==> config.mk <==
export PLATFORM = sky130hd
export DESIGN_NAME = pipe_scoreboard_rf_flat
export DESIGN_NICKNAME = d
export VERILOG_FILES = /design/src/rtl/pipe_scoreboard_rf_if.sv /design/src/rtl/pipe_scoreboard_rf.sv /design/src/flat_wrapper.sv
export SDC_FILE = /design/constraint.sdc
export NUM_CORES = 1
export LEC_CHECK = 0
export BUFFER_PORTS_ARGS = -buffer_cell sky130_fd_sc_hd__buf_2
export CAP_MARGIN = 20
export CORE_MARGIN = 2
export CORE_UTILIZATION = 40
export CTS_BUF_LIST = sky130_fd_sc_hd__clkbuf_8 sky130_fd_sc_hd__clkbuf_16
export DETAILED_ROUTE_END_ITERATION = 10
export GPL_TIMING_DRIVEN = 0
export PLACE_DENSITY = 0.59
export SLEW_MARGIN = 25
export SYNTH_ARGS = -nofsm -noshare
export SYNTH_HDL_FRONTEND = slang
export SYNTH_SLANG_ARGS = --single-unit
==> constraint.sdc <==
create_clock -name clk1 -period 2.8 [get_ports clk1]
set_input_delay 0.28 -clock clk1 [delete_from_list [all_inputs] [get_ports clk1]]
set_output_delay 0.28 -clock clk1 [all_outputs]
set_load 0.02 [all_outputs]
==> src/rtl/pipe_scoreboard_rf_if.sv <==
// ---------------------------------------------------------------------------
// pipe_scoreboard_rf_if
//   Bundles the ID-stage issue signals, the WB-stage write-back signals and
//   the scoreboard status outputs of pipe_scoreboard_rf.
//
//   master : pipeline side (drives issue_* / wb_*, observes status)
//   slave  : register file / scoreboard side
//
//   issue_valid, issue_rs, issue_rt, issue_rd,
//   issue_rs_used, issue_rt_used, issue_wr      -> instruction presented by ID
//   stall, rs_data, rt_data                     <- issue response / operands
//   wb_valid, wb_rd, wb_data                    -> write-back from WB
//   pending_mask, stall_count, deadlock         <- scoreboard status
// ---------------------------------------------------------------------------
interface pipe_scoreboard_rf_if #(
    parameter int REG_AW      = 3,
    parameter int DATA_W      = 16,
    parameter int STALL_CNT_W = 16
);
    localparam int NREGS = 1 << REG_AW;

    logic                   issue_valid;
    logic [REG_AW-1:0]      issue_rs;
    logic [REG_AW-1:0]      issue_rt;
    logic [REG_AW-1:0]      issue_rd;
    logic                   issue_rs_used;
    logic                   issue_rt_used;
    logic                   issue_wr;
    logic                   stall;
    logic [DATA_W-1:0]      rs_data;
    logic [DATA_W-1:0]      rt_data;
    logic                   wb_valid;
    logic [REG_AW-1:0]      wb_rd;
    logic [DATA_W-1:0]      wb_data;
    logic [NREGS-1:0]       pending_mask;
    logic [STALL_CNT_W-1:0] stall_count;
    logic                   deadlock;

    modport master (
        output issue_valid, issue_rs, issue_rt, issue_rd,
               issue_rs_used, issue_rt_used, issue_wr,
               wb_valid, wb_rd, wb_data,
        input  stall, rs_data, rt_data, pending_mask, stall_count, deadlock
    );

    modport slave (
        input  issue_valid, issue_rs, issue_rt, issue_rd,
               issue_rs_used, issue_rt_used, issue_wr,
               wb_valid, wb_rd, wb_data,
        output stall, rs_data, rt_data, pending_mask, stall_count, deadlock
    );
endinterface

==> src/rtl/pipe_scoreboard_rf.sv <==
// ---------------------------------------------------------------------------
// pipe_scoreboard_rf
//   Register file with an in-flight destination scoreboard for an in-order,
//   single-issue pipeline. Stalls issue on RAW/WAW hazards, forwards the
//   same-cycle write-back value to the read ports, keeps a saturating count
//   of stall cycles and raises a sticky deadlock flag when a stall persists
//   for TIMEOUT consecutive cycles.
//
//   clk1  : clock, all state changes on the rising edge
//   reset : synchronous, active-high; clears registers, scoreboard, counters
//   bus   : pipe_scoreboard_rf_if.slave (issue, write-back and status)
// ---------------------------------------------------------------------------
module pipe_scoreboard_rf #(
    parameter int REG_AW      = 3,
    parameter int DATA_W      = 16,
    parameter int STALL_CNT_W = 16,
    parameter int TIMEOUT     = 64
) (
    input  logic                 clk1,
    input  logic                 reset,
    pipe_scoreboard_rf_if.slave  bus
);
    localparam int NREGS = 1 << REG_AW;
    localparam int RUN_W = $clog2(TIMEOUT + 1);
    localparam logic [RUN_W-1:0] RUN_MAX    = RUN_W'(TIMEOUT);
    localparam logic [RUN_W-1:0] RUN_MAX_M1 = RUN_W'(TIMEOUT - 1);

    logic [DATA_W-1:0]      r_rf [NREGS];
    logic [NREGS-1:0]       r_pending;
    logic [STALL_CNT_W-1:0] r_stallCount;
    logic [RUN_W-1:0]       r_run;
    logic                   r_deadlock;

    logic                   w_wbHitRs;
    logic                   w_wbHitRt;
    logic                   w_rawRs;
    logic                   w_rawRt;
    logic                   w_waw;
    logic                   w_stall;
    logic                   w_accept;
    logic [DATA_W-1:0]      w_rsData;
    logic [DATA_W-1:0]      w_rtData;
    logic [NREGS-1:0]       w_pendingNext;

    // Hazard detection. A source whose producer is writing back this very
    // cycle is satisfied by the bypass, so it does not stall. WAW gets no
    // such exemption: the new pending bit must not collide with the clear.
    always_comb begin
        w_wbHitRs = bus.wb_valid && (bus.wb_rd == bus.issue_rs) && (bus.issue_rs != '0);
        w_wbHitRt = bus.wb_valid && (bus.wb_rd == bus.issue_rt) && (bus.issue_rt != '0);
        w_rawRs   = bus.issue_rs_used && r_pending[bus.issue_rs] && !w_wbHitRs;
        w_rawRt   = bus.issue_rt_used && r_pending[bus.issue_rt] && !w_wbHitRt;
        w_waw     = bus.issue_wr && (bus.issue_rd != '0) && r_pending[bus.issue_rd];
        w_stall   = bus.issue_valid && (w_rawRs || w_rawRt || w_waw);
        w_accept  = bus.issue_valid && !w_stall;
    end

    // Operand read: R0 reads zero, then write-back bypass, then stored value.
    always_comb begin
        w_rsData = r_rf[bus.issue_rs];
        if (bus.issue_rs == '0) begin
            w_rsData = '0;
        end else if (bus.wb_valid && (bus.wb_rd == bus.issue_rs)) begin
            w_rsData = bus.wb_data;
        end

        w_rtData = r_rf[bus.issue_rt];
        if (bus.issue_rt == '0) begin
            w_rtData = '0;
        end else if (bus.wb_valid && (bus.wb_rd == bus.issue_rt)) begin
            w_rtData = bus.wb_data;
        end
    end

    // Next scoreboard state: write-back clears, accepted writer sets.
    // R0 is forced clear so it can never become pending.
    always_comb begin
        w_pendingNext = r_pending;
        if (bus.wb_valid) begin
            w_pendingNext[bus.wb_rd] = 1'b0;
        end
        if (w_accept && bus.issue_wr && (bus.issue_rd != '0)) begin
            w_pendingNext[bus.issue_rd] = 1'b1;
        end
        w_pendingNext[0] = 1'b0;
    end

    // Register file storage, scoreboard and stall statistics. The deadlock
    // flag is set on the same edge at which the run counter reaches TIMEOUT.
    always_ff @(posedge clk1) begin
        if (reset) begin
            for (int i = 0; i < NREGS; i++) begin
                r_rf[i] <= '0;
            end
            r_pending    <= '0;
            r_stallCount <= '0;
            r_run        <= '0;
            r_deadlock   <= 1'b0;
        end else begin
            if (bus.wb_valid && (bus.wb_rd != '0)) begin
                r_rf[bus.wb_rd] <= bus.wb_data;
            end
            r_pending <= w_pendingNext;

            if (w_stall && (r_stallCount != '1)) begin
                r_stallCount <= r_stallCount + STALL_CNT_W'(1);
            end

            if (!w_stall) begin
                r_run <= '0;
            end else if (r_run != RUN_MAX) begin
                r_run <= r_run + RUN_W'(1);
            end

            if (w_stall && (r_run >= RUN_MAX_M1)) begin
                r_deadlock <= 1'b1;
            end
        end
    end

    assign bus.stall        = w_stall;
    assign bus.rs_data      = w_rsData;
    assign bus.rt_data      = w_rtData;
    assign bus.pending_mask = r_pending;
    assign bus.stall_count  = r_stallCount;
    assign bus.deadlock     = r_deadlock;

endmodule

==> src/flat_wrapper.sv <==
// flat-port wrapper written by rule: the top's interface ports become plain ports
module pipe_scoreboard_rf_flat 
#(
    parameter int REG_AW      = 3,
    parameter int DATA_W      = 16,
    parameter int STALL_CNT_W = 16,
    parameter int TIMEOUT     = 64
)
  (clk1, reset, bus_issue_valid, bus_issue_rs, bus_issue_rt, bus_issue_rd, bus_issue_rs_used, bus_issue_rt_used, bus_issue_wr, bus_wb_valid, bus_wb_rd, bus_wb_data, bus_stall, bus_rs_data, bus_rt_data, bus_pending_mask, bus_stall_count, bus_deadlock);
  pipe_scoreboard_rf_if #(.REG_AW(REG_AW), .DATA_W(DATA_W), .STALL_CNT_W(STALL_CNT_W)) bus_i ();
  input  logic clk1;
  input  logic reset;
  input wire logic [$bits(bus_i.issue_valid)-1:0] bus_issue_valid;
  input wire logic [$bits(bus_i.issue_rs)-1:0] bus_issue_rs;
  input wire logic [$bits(bus_i.issue_rt)-1:0] bus_issue_rt;
  input wire logic [$bits(bus_i.issue_rd)-1:0] bus_issue_rd;
  input wire logic [$bits(bus_i.issue_rs_used)-1:0] bus_issue_rs_used;
  input wire logic [$bits(bus_i.issue_rt_used)-1:0] bus_issue_rt_used;
  input wire logic [$bits(bus_i.issue_wr)-1:0] bus_issue_wr;
  input wire logic [$bits(bus_i.wb_valid)-1:0] bus_wb_valid;
  input wire logic [$bits(bus_i.wb_rd)-1:0] bus_wb_rd;
  input wire logic [$bits(bus_i.wb_data)-1:0] bus_wb_data;
  output wire logic [$bits(bus_i.stall)-1:0] bus_stall;
  output wire logic [$bits(bus_i.rs_data)-1:0] bus_rs_data;
  output wire logic [$bits(bus_i.rt_data)-1:0] bus_rt_data;
  output wire logic [$bits(bus_i.pending_mask)-1:0] bus_pending_mask;
  output wire logic [$bits(bus_i.stall_count)-1:0] bus_stall_count;
  output wire logic [$bits(bus_i.deadlock)-1:0] bus_deadlock;
  assign bus_i.issue_valid = bus_issue_valid;
  assign bus_i.issue_rs = bus_issue_rs;
  assign bus_i.issue_rt = bus_issue_rt;
  assign bus_i.issue_rd = bus_issue_rd;
  assign bus_i.issue_rs_used = bus_issue_rs_used;
  assign bus_i.issue_rt_used = bus_issue_rt_used;
  assign bus_i.issue_wr = bus_issue_wr;
  assign bus_i.wb_valid = bus_wb_valid;
  assign bus_i.wb_rd = bus_wb_rd;
  assign bus_i.wb_data = bus_wb_data;
  assign bus_stall = bus_i.stall;
  assign bus_rs_data = bus_i.rs_data;
  assign bus_rt_data = bus_i.rt_data;
  assign bus_pending_mask = bus_i.pending_mask;
  assign bus_stall_count = bus_i.stall_count;
  assign bus_deadlock = bus_i.deadlock;
  pipe_scoreboard_rf #(.REG_AW(REG_AW), .DATA_W(DATA_W), .STALL_CNT_W(STALL_CNT_W), .TIMEOUT(TIMEOUT)) u_core (.clk1(clk1), .reset(reset), .bus(bus_i));
endmodule
==> impl_metrics.ini <==
[run]
cap_violations = 0

[hold_path]
holdPathStages = 3
hold_class = input port to flop
hold_end = u_core.bus.pending_mask[2]$_SDFF_PP0_
worstHoldStart = bus_issue_wr

[critical_path]
path_max_fanout = 10
path_cells = buf_2 -> clkbuf_1 -> clkbuf_2 -> mux4_2 -> mux2i_1 -> a211oi_1 -> buf_2
rr_worst_depth = 7
critical_path.max_stage_delay_ns = 0.50
crit-reg2reg-capture = u_core.bus.stall_count[4]$_SDFFE_PP0P_
rrSetupSlack_ns = 0.41
critPathLaunchType = input port
path_common_cell = buf_2
path_class = input port to output pin
rr_startpoint = u_core.bus.pending_mask[1]$_SDFF_PP0_
critPathRequiredTime_ns = 2.52
crit_path_end_kind = output pin
worstPathArrival_ns = 2.44
cp_slowest_cell = clkbuf_1

[power]
power_leakage_uw = 0.00383
irDropWorstVdd_uv = 401
power-per-cell-area_nw_per_um2 = 582

[cts]
clock_sinks = 159
numCtsBuffers = 17
ctsHtreeMaxLevel = 4
clock-root-buffer = clkbuf_16
clock_path_buffers = 2
cts_tree = yes
path_clk_slew_ns = 0.06
insertion_delay_ns = 0.43

[timing]
setup_viol = 0
fmax_mhz = 368
timing.final.crit_period_ns = 2.72
finalCritPeriodShare_pct = 97.1
hold_ws_ns = 0.214
worstMarginPinSlew_ns = 0.976
timing_hold_violations_final = 0
slew_violations = 0
tns_ns = 0
fin_skew_ns = 0.0108
grt_setup_unrepaired = false
relSlewSlack_pct = 34.4

[synthesis]
syn_area_per_cell_um2 = 12.9
ys_ff_latch = 159
synth_cell_types = 53
synth-seq-area-share_pct = 50.8
synth_ff_type = edfxtp_1
synth_edf_count = 128
synth-async-reset-ratio_pct = 0
syn_area_um2 = 8780
yosys_warnings = 0
syn_inst = 680

[die]
core-area_um2 = 21700
start_util_pct = 40.5
fp.dieArea_um2 = 23200
die_w_um = 152
fp.dieH_um = 152
io-pin-count = 93
rows = 54

[grt]
antenna_found_initial = 1
grt.overflow.total = 0
grt_max_degree = 18
grt_usage_pct = 22.0
grt_pass1_wl_mm = 38.5
first_global_vias = 6548

[routing]
met2_length_mm = 12.6
vias = 6332
via_per_inst = 5.77
drt_first_pass_iters = 5
drtIter0Drc = 430
routedWlPerCell_um = 23.0
highest_layer = met5
wl_met1_mm = 10.4
wl_mm = 25.2
wl_met3_mm = 1.74
drt.antenna.violating_nets = 0
route.detailed.drc = 0

[placed_design]
place_hpwl_mm = 18.0
gp_congestion = 0.862
portBuffers = 87

[finish]
nFillCells = 1958
multi_input_area_um2 = 4210
layout_commonest_cell = edfxtp_1
final_util_pct = 47.8
regArea_um2 = 4460
n_antenna_cell = 0
most-common-layout-cells = edfxtp_1 (128), and2_1 (114), buf_2 (96), mux4_2 (64), nor2_1 (48)
finalNetCount = 842
areaGrowthSynthToFinish_pct = 18.0
drive_above_1_share_pct = 27.7

[outcome]
status = completed
-- power by group --
part / internal, uW / switching, uW
clock network: 1340 / 1010
logic: 372 / 558
registers: 2690 / 66.1
-- cell families after synthesis --
logic type / count (synthesis) / share of synthesized area (%)
DFF: 159 / 50.8
buffers and inverters: 62 / 3.08
muxes: 110 / 21.8
adders and majority gates: 3 / 0.427
other: 1 / 0.0427
xor gates and xnor gates: 12 / 1.20
and+or+nand+nor: 251 / 16.0
AOI/OAI and AO/OA: 82 / 6.69
-- routing by layer --
layer	up-vias	global-route usage (%)
li1	2845	-
met1	3213	28.2
met2	249	37.7
met3	23	5.40
met4	2	5.83
met5	-	0
-- repair_timing --
| item | 4_1_cts | 5_1_grt |
|---|---|---|
| endpoints found under the setup margin | 9 | 11 |
| gates resized for setup | 4 | 3 |
| endpoints found under the hold margin | 0 | 0 |
| pin swaps | 1 | 0 |
| hold buffers | 0 | 0 |
| setup buffers | 1 | 0 |
-- worst max-delay path by stage --
stage,startpoint,to,slack (ns)
floorplan,bus_wb_rd[2],u_core.r_rf[6][0]$_SDFFCE_PN0P_,0.49
global placement,bus_wb_rd[2],u_core.r_rf[4][8]$_SDFFCE_PN0P_,-0.86
detailed placement,bus_issue_rt[1],bus_rt_data[13],-0.16
CTS,u_core.bus.pending_mask[5]$_SDFF_PP0_,bus_stall,0.06
global route,bus_issue_rt[1],bus_rt_data[4],0.06
finish,bus_issue_rt[1],bus_rt_data[4],0.08
-- synthesized netlist by cell type (3+ instances only) --
cell	instances	area, um2
xor2_1	5	43.8
or4_1	6	45.0
mux2_2	9	101
nor2_1	48	180
nand3_1	10	50.1
buf_4	5	37.5
nand4_1	7	43.8
a211oi_1	33	248
inv_1	14	52.6
mux4_2	64	1440
edfxtp_1	128	3840
o21ai_0	11	55.1
nor2b_1	7	43.8
a21oi_1	12	60.1
nand2_1	19	71.3
mux2i_1	37	370
xnor2_1	7	61.3
clkbuf_1	30	113
dfxtp_1	31	621
and3_1	3	18.8
buf_2	9	45.0
nor4b_1	3	26.3
and2_1	114	713
o31ai_1	7	52.6
nor3_1	15	75.1
nor4_1	4	25.0
nand2b_1	6	37.5
buf_1	3	11.3
ha_1	3	37.5
-- sequential cells by signal, indices dropped and copies added (netlist names) --
register and count:
u_core.r_rf 128, u_core.bus.stall_count 16, u_core.bus.pending_mask 7, u_core.r_run 7, u_core.bus.deadlock 1
-- cell type report --
| cell class | instances | share of cell area [%] |
|---|---|---|
| clock inverters | 11 | 0.845 |
| flip-flops and latches | 159 | 43.1 |
| repair buffers | 90 | 4.53 |
| inverters | 14 | 0.507 |
| clock buffers | 21 | 4.96 |
| multi-input cells | 475 | 40.6 |
| well taps | 280 | 3.38 |
| plain buffers | 47 | 2.11 |
-- stage by stage --
stage	total power (uW)	instances	setup slack (ns)	cell area (um2)
3_5_place_dp	3730	1065	-0.159	9740
4_1_cts	6060	1098	0.0635	10400
5_1_grt	6230	1097	0.0615	10400
2_1_floorplan	3360	696	0.491	8840
3_3_place_gp	3690	1063	-0.861	9630
6_report	6030	1097	0.0809	10400
-- critical path: cells and delay by family --
family	cells	cell delay (ns)
mux	2	0.38
buf+inv	4	1.29
compound gates	1	0.48
Power figures use the tool's default switching activity.
